`config.mk`:
```
export PLATFORM = sky130hd
export DESIGN_NAME = serial_subtractor
export DESIGN_NICKNAME = d
export VERILOG_FILES = /design/src/rtl/serial_subtractor.sv
export SDC_FILE = /design/constraint.sdc
export NUM_CORES = 1
export LEC_CHECK = 0
export ABC_AREA = 0
export BUFFER_PORTS_ARGS = -buffer_cell sky130_fd_sc_hd__buf_4
export CORE_MARGIN = 1
export CORE_UTILIZATION = 53
export CTS_CLUSTER_SIZE = 40
export DETAILED_ROUTE_END_ITERATION = 8
export HOLD_SLACK_MARGIN = 0.05
export PLACE_DENSITY_LB_ADDON = 0.12
export SLEW_MARGIN = 20
export SYNTH_ARGS = -nofsm -noshare
export SYNTH_HDL_FRONTEND = slang
export SYNTH_SLANG_ARGS = --single-unit
```
`constraint.sdc`:
```
create_clock -name clk -period 1.8 [get_ports clk]
set_clock_uncertainty 0.15 [all_clocks]
set_input_delay 0.18 -clock clk [delete_from_list [all_inputs] [get_ports clk]]
set_output_delay 0.18 -clock clk [all_outputs]
set_load 0.03 [all_outputs]
```
`src/rtl/serial_subtractor.sv`:
```
// Bit-serial ripple-borrow subtractor: Diff = A - B - Bin, one bit per clock, LSB first,
// through a single full-subtractor cell. Start/busy/done handshake; results hold until the next completion.
module serial_subtractor #(
    parameter int WIDTH = 4
) (
    input  logic             clk,
    input  logic             rst,
    input  logic             start,
    input  logic [WIDTH-1:0] A,
    input  logic [WIDTH-1:0] B,
    input  logic             Bin,
    output logic             busy,
    output logic             done,
    output logic [WIDTH-1:0] Diff,
    output logic             Bout,
    output logic             Ovf,
    output logic             Zero
);
    localparam int CW = (WIDTH > 1) ? $clog2(WIDTH) : 1;

    typedef enum logic [1:0] {IDLE, BUSY, DONE} state_t;

    state_t           state;
    logic [WIDTH-1:0] a_sh;
    logic [WIDTH-1:0] b_sh;
    logic [WIDTH-1:0] res;
    logic             br;
    logic [CW-1:0]    cnt;

    logic             a_bit;
    logic             b_bit;
    logic             d_bit;
    logic             br_next;
    logic             last;
    logic [WIDTH-1:0] res_next;

    // Full-subtractor cell on the current LSB of the operand shift registers.
    always_comb begin
        a_bit    = a_sh[0];
        b_bit    = b_sh[0];
        d_bit    = a_bit ^ b_bit ^ br;
        br_next  = (~a_bit & b_bit) | (~a_bit & br) | (b_bit & br);
        res_next = {d_bit, res[WIDTH-1:1]};
        last     = (cnt == CW'(WIDTH - 1));
    end

    always_ff @(posedge clk) begin
        if (rst) begin
            state <= IDLE;
            a_sh  <= '0;
            b_sh  <= '0;
            res   <= '0;
            br    <= 1'b0;
            cnt   <= '0;
            busy  <= 1'b0;
            done  <= 1'b0;
            Diff  <= '0;
            Bout  <= 1'b0;
            Ovf   <= 1'b0;
            Zero  <= 1'b0;
        end else begin
            done <= 1'b0;
            if (state != BUSY) begin
                // IDLE and DONE both accept a new operation.
                if (start) begin
                    a_sh  <= A;
                    b_sh  <= B;
                    br    <= Bin;
                    cnt   <= '0;
                    busy  <= 1'b1;
                    state <= BUSY;
                end else begin
                    state <= IDLE;
                end
            end else begin
                a_sh <= a_sh >> 1;
                b_sh <= b_sh >> 1;
                br   <= br_next;
                res  <= res_next;
                cnt  <= cnt + 1'b1;
                if (last) begin
                    // The last bit processed is the MSB, so a_bit/b_bit/d_bit are the sign bits.
                    state <= DONE;
                    busy  <= 1'b0;
                    done  <= 1'b1;
                    Diff  <= res_next;
                    Bout  <= br_next;
                    Ovf   <= (a_bit != b_bit) && (d_bit != a_bit);
                    Zero  <= (res_next == '0);
                end
            end
        end
    end
endmodule

```
# Yosys cells after proc, flatten, opt, wreduce, memory -nomap -nowiden
# Cells that the tools add are included.
# Widths: inputs -> output; s select.
[classes] n_reduce_logical=7 n_eq_ne=5 muxes=15 addsub=1 bitwise=9
[ops] cell="$mux 3" count=4
[ops] cell="$mux 2" count=4
[ops] cell="$mux 1" count=7
[ops] cell="$logic_not 4->1" count=1
[ops] cell="$reduce_and 2->1" count=2
[ops] cell="$reduce_or 2->1" count=2
[ops] cell="$and 1x1->1" count=3
[ops] cell="$add 2x1->2 const B" count=1
[ops] cell="$eq 2x2->1 const B" count=1
[ops] cell="$ne 1x1->1" count=2
[ops] cell="$ne 2x1->1 const B" count=1
[ops] cell="$ne 2x2->1 const B" count=1
[ops] cell="$not 1->1" count=2
[ops] cell="$or 1x1->1" count=2
[ops] cell="$reduce_bool 2->1" count=1
[ops] cell="$xor 1x1->1" count=2
[ops] cell="$logic_and 1x1->1" count=1
[word_totals] out_inout_bits=9 in_bits=12 ff_bits=26 wordCells=51

# Longest topological paths before layout
[logic_depth] depth_word=5 mapped_depth=5 ltp_nobuf=5

# Worst setup path after synthesis
# Ideal clock, no wire load.
[synth_timing] path_kind="reg2reg" startpoint="register a_sh[0]" endpoint="register Zero" setup_time_ps=70 arrival_time_ps=1349 path_buffers=0 required_ps=1580 slack_ps=231 path_stages_with_launch=6 synth_period_minus_slack_ps=1569 cell_sequence="dfxtp_1 > inv_1 > fa_1 > nor4b_1 > nand2_1 > a21oi_1"
[synth_via] elab_chain_len=3
[synth_lines] element="start, declared" line_no="24" text="logic [WIDTH-1:0] a_sh;"
[synth_lines] element="start signal, assigned" line_no="76" text="a_sh <= a_sh >> 1;"
[synth_lines] element="$xor 1x1->1 (2 in a row)" line_no="41" text="d_bit = a_bit ^ b_bit ^ br;"
[synth_lines] element="$logic_not 4->1" line_no="89" text="Zero <= (res_next == '0);"
[synth_lines] element="end signal, assigned" line_no="89"
[synth_lines] element="end, declared" line_no="17" text="output logic Zero"
# No other way between the ends.
# A chain may end at the register's enable or synchronous reset.

# Final worst setup path
# Ends and elaborated chain as after synthesis.

==> flow_summary.json <==
{
  "cp.required_ns": 1.91,
  "synth-seq-cells": 25,
  "synth_edf_count": 0,
  "arrival_ns": 1.76,
  "fmax_mhz": 607,
  "remaining_drc_errors": 0,
  "yosys_warnings": 0,
  "synth_nets": 125,
  "synth_commonest_cells": "25 x dfxtp_1, 14 x nand2_1, 12 x nor2_1, 9 x mux2i_1",
  "cts_made_buffers": 3,
  "period_minus_slack_ns": 1.65,
  "ys_top_cells_by_area": "dfxtp_1 44%, a211oi_2 8.9%, mux2i_1 8.0%, nand2_1 4.7%, nor2_1 4.0%",
  "utilization_pct": 65.5,
  "synthFlopType": "dfxtp_1",
  "period_share_pct": 91.6,
  "setup_tns_ns": 0,
  "grt_use_total_pct": 18.1,
  "syn_area_per_cell_um2": 10.3,
  "fin_ws_ns": 0.151,
  "seq_area_frac_synth_pct": 44.4,
  "die_area_mm2": 0.00232,
  "syn_to_final_growth_pct": 15.1,
  "drive_gt1_share_pct": 32.0,
  "grt_pass1_vias": 722,
  "syn_area_mm2": 0.00113,
  "endpoint_kind": "flip-flop",
  "critPathLaunchType": "flip-flop",
  "yosysTopAreaCell": "dfxtp_1",
  "drtAntennaViolNets": 0,
  "maxCapViolCount": 0,
  "async_flop_share_pct": 0,
  "n_antenna_cell": 0,
  "dp_hpwl_um": 1270,
  "min_path_type": "primary input to flip-flop",
  "netlist_instances": 109,
  "grt_max_degree": 26,
  "grt_pass1_wl_um": 2880,
  "crit_path_max_fanout": 3,
  "htreeDepth": 1,
  "die_h_um": 48.1,
  "cts_tree": "done",
  "p_leak_nw": 0.548,
  "die_w_um": 48.1,
  "boundaryPins": 21,
  "final_cell_area_mm2": 0.00130,
  "avgRoutedWirePerCell_um": 11.6,
  "peakVddDrop_uv": 530,
  "viasPerCell": 5.15,
  "clk_pin_slew_ns": 0.14,
  "portBuffers": 20,
  "crit_type": "flip-flop to flip-flop",
  "hold_violations": 0,
  "post-cts-setup-buffers": 0,
  "dpl_worst_slack_ns": 0.0828,
  "dpl_cell_area_mm2": 0.00123,
  "synth_cell_type_count": 24,
  "power_w": 0.000999,
  "grt.overflow.total": 0,
  "yosysMostFrequentCell": "dfxtp_1",
  "start_util_pct": 56.9,
  "drt_first_pass_iters": 4,
  "worst_pin_slew_ns": 0.323,
  "rsz0062_at_grt": "false",
  "slew-limit-headroom_pct": 78.5,
  "p_per_area_mw_per_mm2": 770,
  "synth_top_area_share_pct": 44.4,
  "fillers": 169,
  "status": "finished clean",
  "place.gp.congestion": 0.742,
  "vias": 798,
  "row_count": 16,
  "drt_iter0_markers": 5,
  "wirelength_um": 1800,
  "insertion_delay_ns": 0.31,
  "finalNetCount": 145,
  "cts_max_path_buffers": 2,
  "antenna_found_initial": 0,
  "cts.sinks": 25,
  "setup_viol": 0,
  "core_area_mm2": 0.00198,
  "slew_viol_final": 0,
  "clock-root-buffer": "clkbuf_4"
}
-- worst paths after layout --
kind	endpoint	slack (ns)	start	cells past startpoint
setup / recovery	Zero	0.15	a_sh[0]	5
hold / removal	done	0.08	rst	2
setup reg to reg	Zero	0.15	a_sh[0]	5
hold reg to reg	Diff[0]	0.32	Diff[0]	2
-- power breakdown --
group          switching, W  internal (W)  total [W]  leakage [nW]
registers         0.0000201      0.000579   0.000599         0.204
logic             0.0000760     0.0000789   0.000155         0.326
clock network      0.000162     0.0000829   0.000245        0.0177
total              0.000258      0.000741   0.000999         0.548
-- cell type report --
class | count | area (µm²) | area share (%)
clock buffers | 3 | 22.5 | 1.74
inverters | 1 | 3.75 | 0.289
clock inverters | 1 | 5.00 | 0.386
flip-flops and latches | 25 | 500 | 38.6
multi-input cells | 74 | 547 | 42.1
repair buffers | 24 | 185 | 14.3
well taps | 27 | 33.8 | 2.60
-- worst max-delay path: stages, from the launching register on --
cell and delay, ns:
dfxtp_1 0.35, inv_1 0.07, fa_1 0.60, nor4b_4 0.21, nand2_1 0.08, a21oi_1 0.13
-- placed cells by master (no fill, tap or decap), types with 2 or more instances in the layout --
cell	netlist	routed
nor3_1	4	4
a211oi_2	8	8
a21oi_1	8	8
nand2b_1	2	2
clkbuf_4	0	3
nor2_1	12	12
nand2_1	14	14
a21oi_2	3	3
nand3b_1	3	3
dlygate4sd3_1	0	2
dfxtp_1	25	25
mux2i_1	9	9
buf_4	1	22
ha_1	3	3
nand2_2	2	2
-- metrics by stage --
stage,hold slack [ns],instances
after floorplan,0.225,109
after global placement,0.294,149
after detailed placement,0.298,149
after CTS,0.0729,155
after global routing,0.0819,155
final,0.0775,155
-- flip-flops by register name, summed over array words and instances, names as in the netlist --
signal	flops
Bout	1
Diff	4
Ovf	1
Zero	1
a_sh	4
b_sh	4
br	1
busy	1
cnt	2
done	1
res	3
state	2
-- per-layer routing --
| metal | vias to the layer above | part of all wire (%) | global-route usage [%] |
|---|---|---|---|
| met5 | - | 0 | 0 |
| met4 | 0 | 0.83 | 8.89 |
| met3 | 2 | 3.3 | 3.33 |
| met2 | 15 | 49 | 32.4 |
| met1 | 374 | 47 | 20.6 |
| li1 | 407 | - | - |
-- what timing repair did --
item | 4_1_cts | 5_1_grt
resized for setup | 0 | 2
endpoints found under the hold margin | 2 | 0
setup endpoints to repair | 0 | 1
hold buffers | 2 | 0
-- kinds of logic after synthesis --
family / Yosys count / share of synthesized area [%]
and+or+nand+nor: 41 / 18.6
DFF: 25 / 44.4
AOI/OAI and AO/OA: 20 / 15.4
buffers and inverters: 10 / 8.43
muxes: 9 / 7.99
adders and majority gates: 4 / 5.11
(Power assumes the default switching activity.)
